[src/rtl/pkt_word_fifo.sv]
// Word FIFO behind the packet parser; tags each packet's CRC word as last and counts whole packets.
// Define STORE_FWD_EN to hold words back until their packet is complete (store-and-forward).
module pkt_word_fifo #(
  parameter int unsigned WIDTH        = 32,
  parameter int unsigned DEPTH        = 32,
  parameter int unsigned PKT_WORDS    = 11,
  parameter int unsigned AFULL_THRESH = 28
) (
  input  logic                     clk,
  input  logic                     rst,
  input  logic [WIDTH-1:0]         wr_data,
  input  logic                     wr_valid,
  output logic                     wr_ready,
  output logic [WIDTH-1:0]         rd_data,
  output logic                     rd_valid,
  input  logic                     rd_ready,
  output logic                     rd_last,
  output logic [$clog2(DEPTH):0]   count,
  output logic [$clog2(DEPTH):0]   pkt_count,
  output logic                     full,
  output logic                     empty,
  output logic                     almost_full
);

  localparam int unsigned AW = $clog2(DEPTH);
  localparam int unsigned PW = AW + 1;
  localparam int unsigned CW = (PKT_WORDS > 1) ? $clog2(PKT_WORDS) : 1;
  localparam logic [CW-1:0] LAST_IDX = CW'(PKT_WORDS - 1);

  logic [WIDTH:0]    mem [DEPTH];
  logic [PW-1:0]     wr_ptr;
  logic [PW-1:0]     rd_ptr;
  logic [CW-1:0]     wr_cnt;
  logic [WIDTH:0]    head;
  logic              wr_en;
  logic              rd_en;
  logic              wr_tag;

  // Pointer MSB separates full from empty, so the difference is the occupancy.
  assign count       = wr_ptr - rd_ptr;
  assign full        = (count == PW'(DEPTH));
  assign empty       = (count == '0);
  assign almost_full = (count >= PW'(AFULL_THRESH));
  assign wr_ready    = !full;

`ifdef STORE_FWD_EN
  assign rd_valid = (pkt_count != '0);
`else
  assign rd_valid = !empty;
`endif

  assign head    = mem[rd_ptr[AW-1:0]];
  assign rd_data = rd_valid ? head[WIDTH-1:0] : '0;
  assign rd_last = rd_valid & head[WIDTH];

  assign wr_en  = wr_valid && wr_ready;
  assign rd_en  = rd_valid && rd_ready;
  assign wr_tag = (wr_cnt == LAST_IDX);

  always_ff @(posedge clk) begin
    if (wr_en) begin
      mem[wr_ptr[AW-1:0]] <= {wr_tag, wr_data};
    end
  end

  always_ff @(posedge clk or negedge rst) begin
    if (!rst) begin
      wr_ptr    <= '0;
      rd_ptr    <= '0;
      wr_cnt    <= '0;
      pkt_count <= '0;
    end else begin
      if (wr_en) begin
        wr_ptr <= wr_ptr + PW'(1);
        wr_cnt <= wr_tag ? '0 : wr_cnt + CW'(1);
      end
      if (rd_en) begin
        rd_ptr <= rd_ptr + PW'(1);
      end
      case ({wr_en && wr_tag, rd_en && head[WIDTH]})
        2'b10:   pkt_count <= pkt_count + PW'(1);
        2'b01:   pkt_count <= pkt_count - PW'(1);
        default: pkt_count <= pkt_count;
      endcase
    end
  end

endmodule
[config.mk]
export PLATFORM = sky130hd
export DESIGN_NAME = pkt_word_fifo
export DESIGN_NICKNAME = d
export VERILOG_FILES = /design/src/rtl/pkt_word_fifo.sv
export SDC_FILE = /design/constraint.sdc
export NUM_CORES = 1
export LEC_CHECK = 0
export CAP_MARGIN = 25
export CELL_PAD_IN_SITES_DETAIL_PLACEMENT = 1
export CELL_PAD_IN_SITES_GLOBAL_PLACEMENT = 2
export CORE_ASPECT_RATIO = 1.5
export CORE_MARGIN = 3
export CORE_UTILIZATION = 35
export CTS_CLUSTER_SIZE = 16
export DETAILED_ROUTE_END_ITERATION = 8
export PLACE_DENSITY_LB_ADDON = 0.1
export SYNTH_ARGS = -nofsm -noshare
export SYNTH_HDL_FRONTEND = slang
export SYNTH_SLANG_ARGS = --single-unit
[constraint.sdc]
create_clock -name clk -period 9.2 [get_ports clk]
set_input_delay 0.92 -clock clk [delete_from_list [all_inputs] [get_ports clk]]
set_output_delay 0.92 -clock clk [all_outputs]
set_load 0.01 [all_outputs]
After elaboration in Yosys (flattened, before gate mapping)
Memories as Yosys holds them, arrays and structs flattened.
Cells that the tools add are included.
{"block": "word_totals", "word_cells": 30, "ram_bits": 1056, "input_bits": 36, "n_memories": 1, "regBits": 22}
{"block": "op_classes", "n_bitwise": 1, "order_cmp": 1, "n_addsub": 6, "n_mux": 5, "eq_ne": 4, "n_reduce_logical": 8}
{"name": "mem", "words": 32, "width": 33, "rd": 1, "rd_ports_with_merged_regs": 0, "wr": 1, "line": "30", "rtl": "logic [WIDTH:0] mem [DEPTH];"}
{"operator": "two-way mux 32 bit", "count": 1}
{"operator": "adder 6 x 1 -> 6 bit, second input constant", "count": 3}
{"operator": "one-hot mux 6 bit (2 select lines)", "count": 1}
{"operator": "== test 6 bit, second input constant", "count": 1}
{"operator": "greater-or-equal comparator 6 x 5 -> 1 bit, second input constant", "count": 1}
{"operator": "logical NOT 6 bit", "count": 1}
{"operator": "subtractor 6 x 1 -> 6 bit, second input constant", "count": 1}
{"operator": "subtractor 6 bit", "count": 1}
{"operator": "adder 4 x 1 -> 4 bit, second input constant", "count": 1}
{"operator": "== test 4 bit, second input constant", "count": 1}
{"operator": "logical AND 1 bit", "count": 4}
{"operator": "two-way mux 4 bit", "count": 1}
{"operator": "== test 2 x 1 -> 1 bit, second input constant", "count": 1}
{"operator": "== test 2 bit, second input constant", "count": 1}
{"operator": "logical NOT 1 bit", "count": 2}
{"operator": "two-way mux 1 bit", "count": 2}
{"operator": "nonzero test 2 bit", "count": 1}
{"operator": "AND 1 bit", "count": 1}

Logic depth before layout (Yosys ltp)
{"block": "depth", "word_depth": 7, "mapped_depth": 24, "depth_no_buf": 20}

Worst setup path before layout
No wires, ideal clock.
{"block": "synth_timing", "path_kind": "register -> register", "from": "reg rd_ptr[2]", "to": "mem mem[14][0] (netlist name), enable pin", "arrival_time_ns": 4.269, "path_buffers": 5, "setup_time_ns": 0.423, "path_stages_with_launch": 14, "path_slack_ns": 4.508, "path_cell_list": "dfrtp_1 > buf_2 > buf_2 > inv_1 > clkbuf_1 > clkbuf_1 > ha_1 > o21ai_1 > a2111oi_1 > or2_4 > o211ai_1 > buf_2 > nand3_1 > nor2_1"}
{"block": "synth_via", "elab_chain_len": 6}
{"element": "start: declaration", "line": "32", "rtl": "logic [PW-1:0] rd_ptr;"}
{"element": "start signal: assignment", "line": "78", "rtl": "rd_ptr <= rd_ptr + PW'(1);"}
{"element": "subtractor 6 bit", "line": "40", "rtl": "assign count = wr_ptr - rd_ptr;"}
{"element": "== test 6 bit", "line": "41", "rtl": "assign full = (count == PW'(DEPTH));"}
{"element": "logical NOT 1 bit", "line": "44", "rtl": "assign wr_ready = !full;"}
{"element": "via wr_ready", "line": "13", "rtl": "output logic wr_ready,"}
{"element": "logical AND 1 bit", "line": "56", "rtl": "assign wr_en = wr_valid && wr_ready;"}
{"element": "two-way mux 1 bit", "line": "61", "rtl": "if (wr_en) begin"}
{"element": "two-way mux 1 bit (not written as such)", "line": "62", "rtl": "mem[wr_ptr[AW-1:0]] <= {wr_tag, wr_data};"}
{"element": "end: declaration", "line": "30"}
The timed path passes the listed nets, and every way through them passes these cells.

Final worst setup path
{"block": "layout_timing", "from": "reg rd_ptr[2]", "to": "out rd_data[19]"}
{"block": "layout_via", "elab_chain_len": 3, "elab_cells_between_ends": 4, "classes_between": "add/sub: 1; mux: 1; reduce/logical: 1; memory: 1"}
{"element": "subtractor 6 bit", "line": "40"}
{"element": "logical NOT 6 bit", "line": "42", "rtl": "assign empty = (count == '0);"}
{"element": "two-way mux 32 bit *", "line": "53", "rtl": "assign rd_data = rd_valid ? head[WIDTH-1:0] : '0;"}
{"element": "end: declaration", "line": "14", "rtl": "output logic [WIDTH-1:0] rd_data,"}
Mark *: on every way between the ends. The rest lies on a longest branch, timed or not.

==> results.sh <==
export IMPL_cts_buffer_depth=3
export IMPL_worst_hold_slack_across_all_endpoints_ps=516
export IMPL_worst_ep_arrival_time_ps=5720
export IMPL_first_pass_grt_wire_length_um=175000
export IMPL_synthMostInstantiatedCell="edfxtp_1"
export IMPL_final_max_slew_violation_count=0
export IMPL_start_util_pct=35.3
export IMPL_required_ps=8280
export IMPL_timing_reg2reg_worst_path_depth=10
export IMPL_layout_drive_gt1_share_pct=23.9
export IMPL_post_cts_hold_buffer_count=0
export IMPL_syn_cell_area_um2=42000
export IMPL_timing_critical_path_to_type="output port"
export IMPL_max_freq_mhz=151
export IMPL_power_ir_vdd_worst_uv=264
export IMPL_path_class="flip-flop to output port"
export IMPL_antenna_violating_nets_post_route=0
export IMPL_drc=0
export IMPL_gpl_final_weighted_congestion=0.759
export IMPL_synth_commonest_cells="1056 x edfxtp_1, 267 x nand2_1, 265 x mux4_2"
export IMPL_max_cap_violations=0
export IMPL_period_share_pct=72.1
export IMPL_yosys_area_top_type_share_pct=75.5
export IMPL_synth_top_cells_by_area="edfxtp_1 76%, mux4_2 14%, nand2_1 2.4%"
export IMPL_powerDensity_nw_per_um2=317
export IMPL_final_net_count=2275
export IMPL_grtUsageTotal_pct=19.9
export IMPL_chipWidth_um=289
export IMPL_fp_dieArea_um2=124000
export IMPL_dr_total_vias=20789
export IMPL_timing_critical_path_cells="clkinv_2 -> ha_1 -> o21ai_1 -> a2111oi_1 -> or2_4 -> nor4_4 -> nor2_4 -> buf_4 -> a32o_1 -> clkdlybuf4s50_1"
export IMPL_detailedRoute_firstIterationViolations=1598
export IMPL_crit_path_start_kind="flip-flop"
export IMPL_synth_yosys_warnings=0
export IMPL_floorplan_io_pins=86
export IMPL_ant_cells=0
export IMPL_final_hold_violation_count=0
export IMPL_insertion_delay_ps=700
export IMPL_ys_flop_type="edfxtp_1"
export IMPL_syn_num_nets=2114
export IMPL_io_buffers=85
export IMPL_wirelength_um=122000
export IMPL_timing_critical_path_slowest_stage_cell="dfrtp_4"
export IMPL_via_per_inst=5.36
export IMPL_fillerInstances=11249
export IMPL_tritoncts="done"
export IMPL_dp_hpwl_um=69300
export IMPL_fin_worst_skew_ps=34.8
export IMPL_grt_start_max_net_pins=96
export IMPL_post_layout_total_power_uw=15400
export IMPL_clk_pin_slew_ps=60
export IMPL_seq_area_frac_synth_pct=76.8
export IMPL_synth_ff_latch_count=1078
export IMPL_critical_path_max_stage_delay_ps=1010
export IMPL_period_minus_slack_ps=6640
export IMPL_worstMarginPinSlew_ps=1030
export IMPL_grt_pass1_vias=23035
export IMPL_outcome="finished, final reports clean"
export IMPL_slew_limit_headroom_pct=31.1
export IMPL_area_growth_syn_to_layout_pct=16.0
export IMPL_synth_largest_area_cell="edfxtp_1"
export IMPL_yosys_cell_types_count=56
export IMPL_die_y_um=430
export IMPL_htree_num_levels=3
export IMPL_floorplan_core_area_um2=119000
export IMPL_num_rows=155
export IMPL_cts_buffers_inserted=106
export IMPL_detailedRoute_firstPassIterationCount=5
export IMPL_number_of_clock_sinks=1078
export IMPL_wire_per_inst_um=31.5
export IMPL_cells_after_synthesis=2064
export IMPL_post_cts_resized_instances=0
export IMPL_path_category_of_the_worst_min_delay_check="flip-flop to flip-flop"
export IMPL_synthArstFlopShare_pct=2.04
export IMPL_static_leakage_power_uw=0.0154
export IMPL_clock_root_buffer="clkbuf_16"
export IMPL_hold_path_depth=1
export IMPL_finalSetupTns_ps=0
export IMPL_avgSynthCellArea_um2=20.3
export IMPL_worst_path_max_fanout=50
export IMPL_initial_antenna_violation_count=2
export IMPL_setup_repair_after_global_routing_missed_its_margin="false"
export IMPL_synth_edf_count=1056
export IMPL_final_setup_viol_count=0
export IMPL_post_cts_repair_setup_buffers=0
export IMPL_leftover_overflow_at_the_end_of_global_routing=0
-- stage by stage --
| stage | utilization (%) | instances | area [um2] | worst slack [ps] |
|---|---|---|---|---|
| 4_1_cts | 40.7 | 3870 | 48500 | 2450 |
| 5_1_grt | 40.9 | 3878 | 48700 | 2230 |
| 6_report | 40.9 | 3878 | 48700 | 2560 |
| 2_1_floorplan | - | 2064 | 42000 | 4510 |
| 3_3_place_gp | 37.8 | 3670 | 45100 | 3320 |
| 3_5_place_dp | 38.0 | 3679 | 45300 | 3230 |
-- sequential cells by signal, indices dropped and copies added, names as in the netlist --
name       cells
pkt_count      6
wr_ptr         6
mem         1056
wr_cnt         4
rd_ptr         6
-- kinds of logic after synthesis --
logic type,synth area share (%)
adder cells (fa/ha/maj),0.435
AO/OA/AOI/OAI,1.76
AND/OR/NAND/NOR,4.75
flip-flops,76.8
multiplexers,14.3
buffers and inverters,1.42
XOR/XNOR,0.438
-- where the power goes --
part | leakage [uW] | switching (uW) | internal [uW] | total (uW)
Clock | 0.00157 | 1870 | 2270 | 4140
Sequential | 0.00978 | 259 | 5760 | 6020
Combinational | 0.00403 | 3070 | 2190 | 5260
-- final cells by class --
type                    instances  area [um2]  share of cell area (%)
well taps                    1570        1960                    4.03
repair buffers                170        1800                    3.69
clock inverters                64         487                   0.999
clock buffers                 127        2750                    5.65
inverters                      15        61.3                   0.126
multi-input cells             854        9360                    19.2
flip-flops and latches       1078       32300                    66.3
-- critical path, delay by kind of cell, from the launching register on --
| kind | cells | cell delay, ps |
|---|---|---|
| and+or+nand+nor | 3 | 420 |
| adders and majority gates | 1 | 620 |
| buffers and inverters | 3 | 1950 |
| DFF | 1 | 1010 |
| AOI/OAI and AO/OA | 3 | 960 |
-- routing by layer --
metal	vias to the layer above	part of all wire [%]	GRT usage (%)
met2	375	54	36.0
met5	-	0	0
li1	8736	-	-
met3	121	3.0	2.09
met1	11557	42	25.6
met4	0	1.7	4.56
-- cell usage in the layout (no fill, tap or decap), types with 10 or more instances in the layout --
cell,netlist,routed
a31oi_1,33,33
a32o_1,32,32
and3_1,33,33
buf_16,0,10
buf_4,5,66
clkbuf_1,72,20
clkbuf_16,0,110
clkdlybuf4s50_1,0,85
clkinv_1,0,25
clkinv_2,0,24
dfrtp_1,22,18
edfxtp_1,1056,1056
ha_1,13,13
inv_1,14,11
mux4_2,265,265
nand2_1,267,267
nand3_1,75,75
nor2_1,48,16
nor2_4,2,34
xnor2_1,10,10
xor2_1,11,11
-- path summary, 6_finish.rpt --
| kind | from | end | slack, ps |
|---|---|---|---|
| worst max-delay path | rd_ptr[2] | rd_data[19] | 2560 |
| worst min-delay path | pkt_count[5] | pkt_count[5] | 520 |
| worst max register to register | rd_ptr[2] | mem[17][26] | 3310 |
| worst min register to register | pkt_count[5] | pkt_count[5] | 520 |
| max in group asynchronous | rst | rd_ptr[2] | 8310 |
| min in group asynchronous | rst | rd_ptr[1] | 600 |
(Power assumes the default switching activity.)
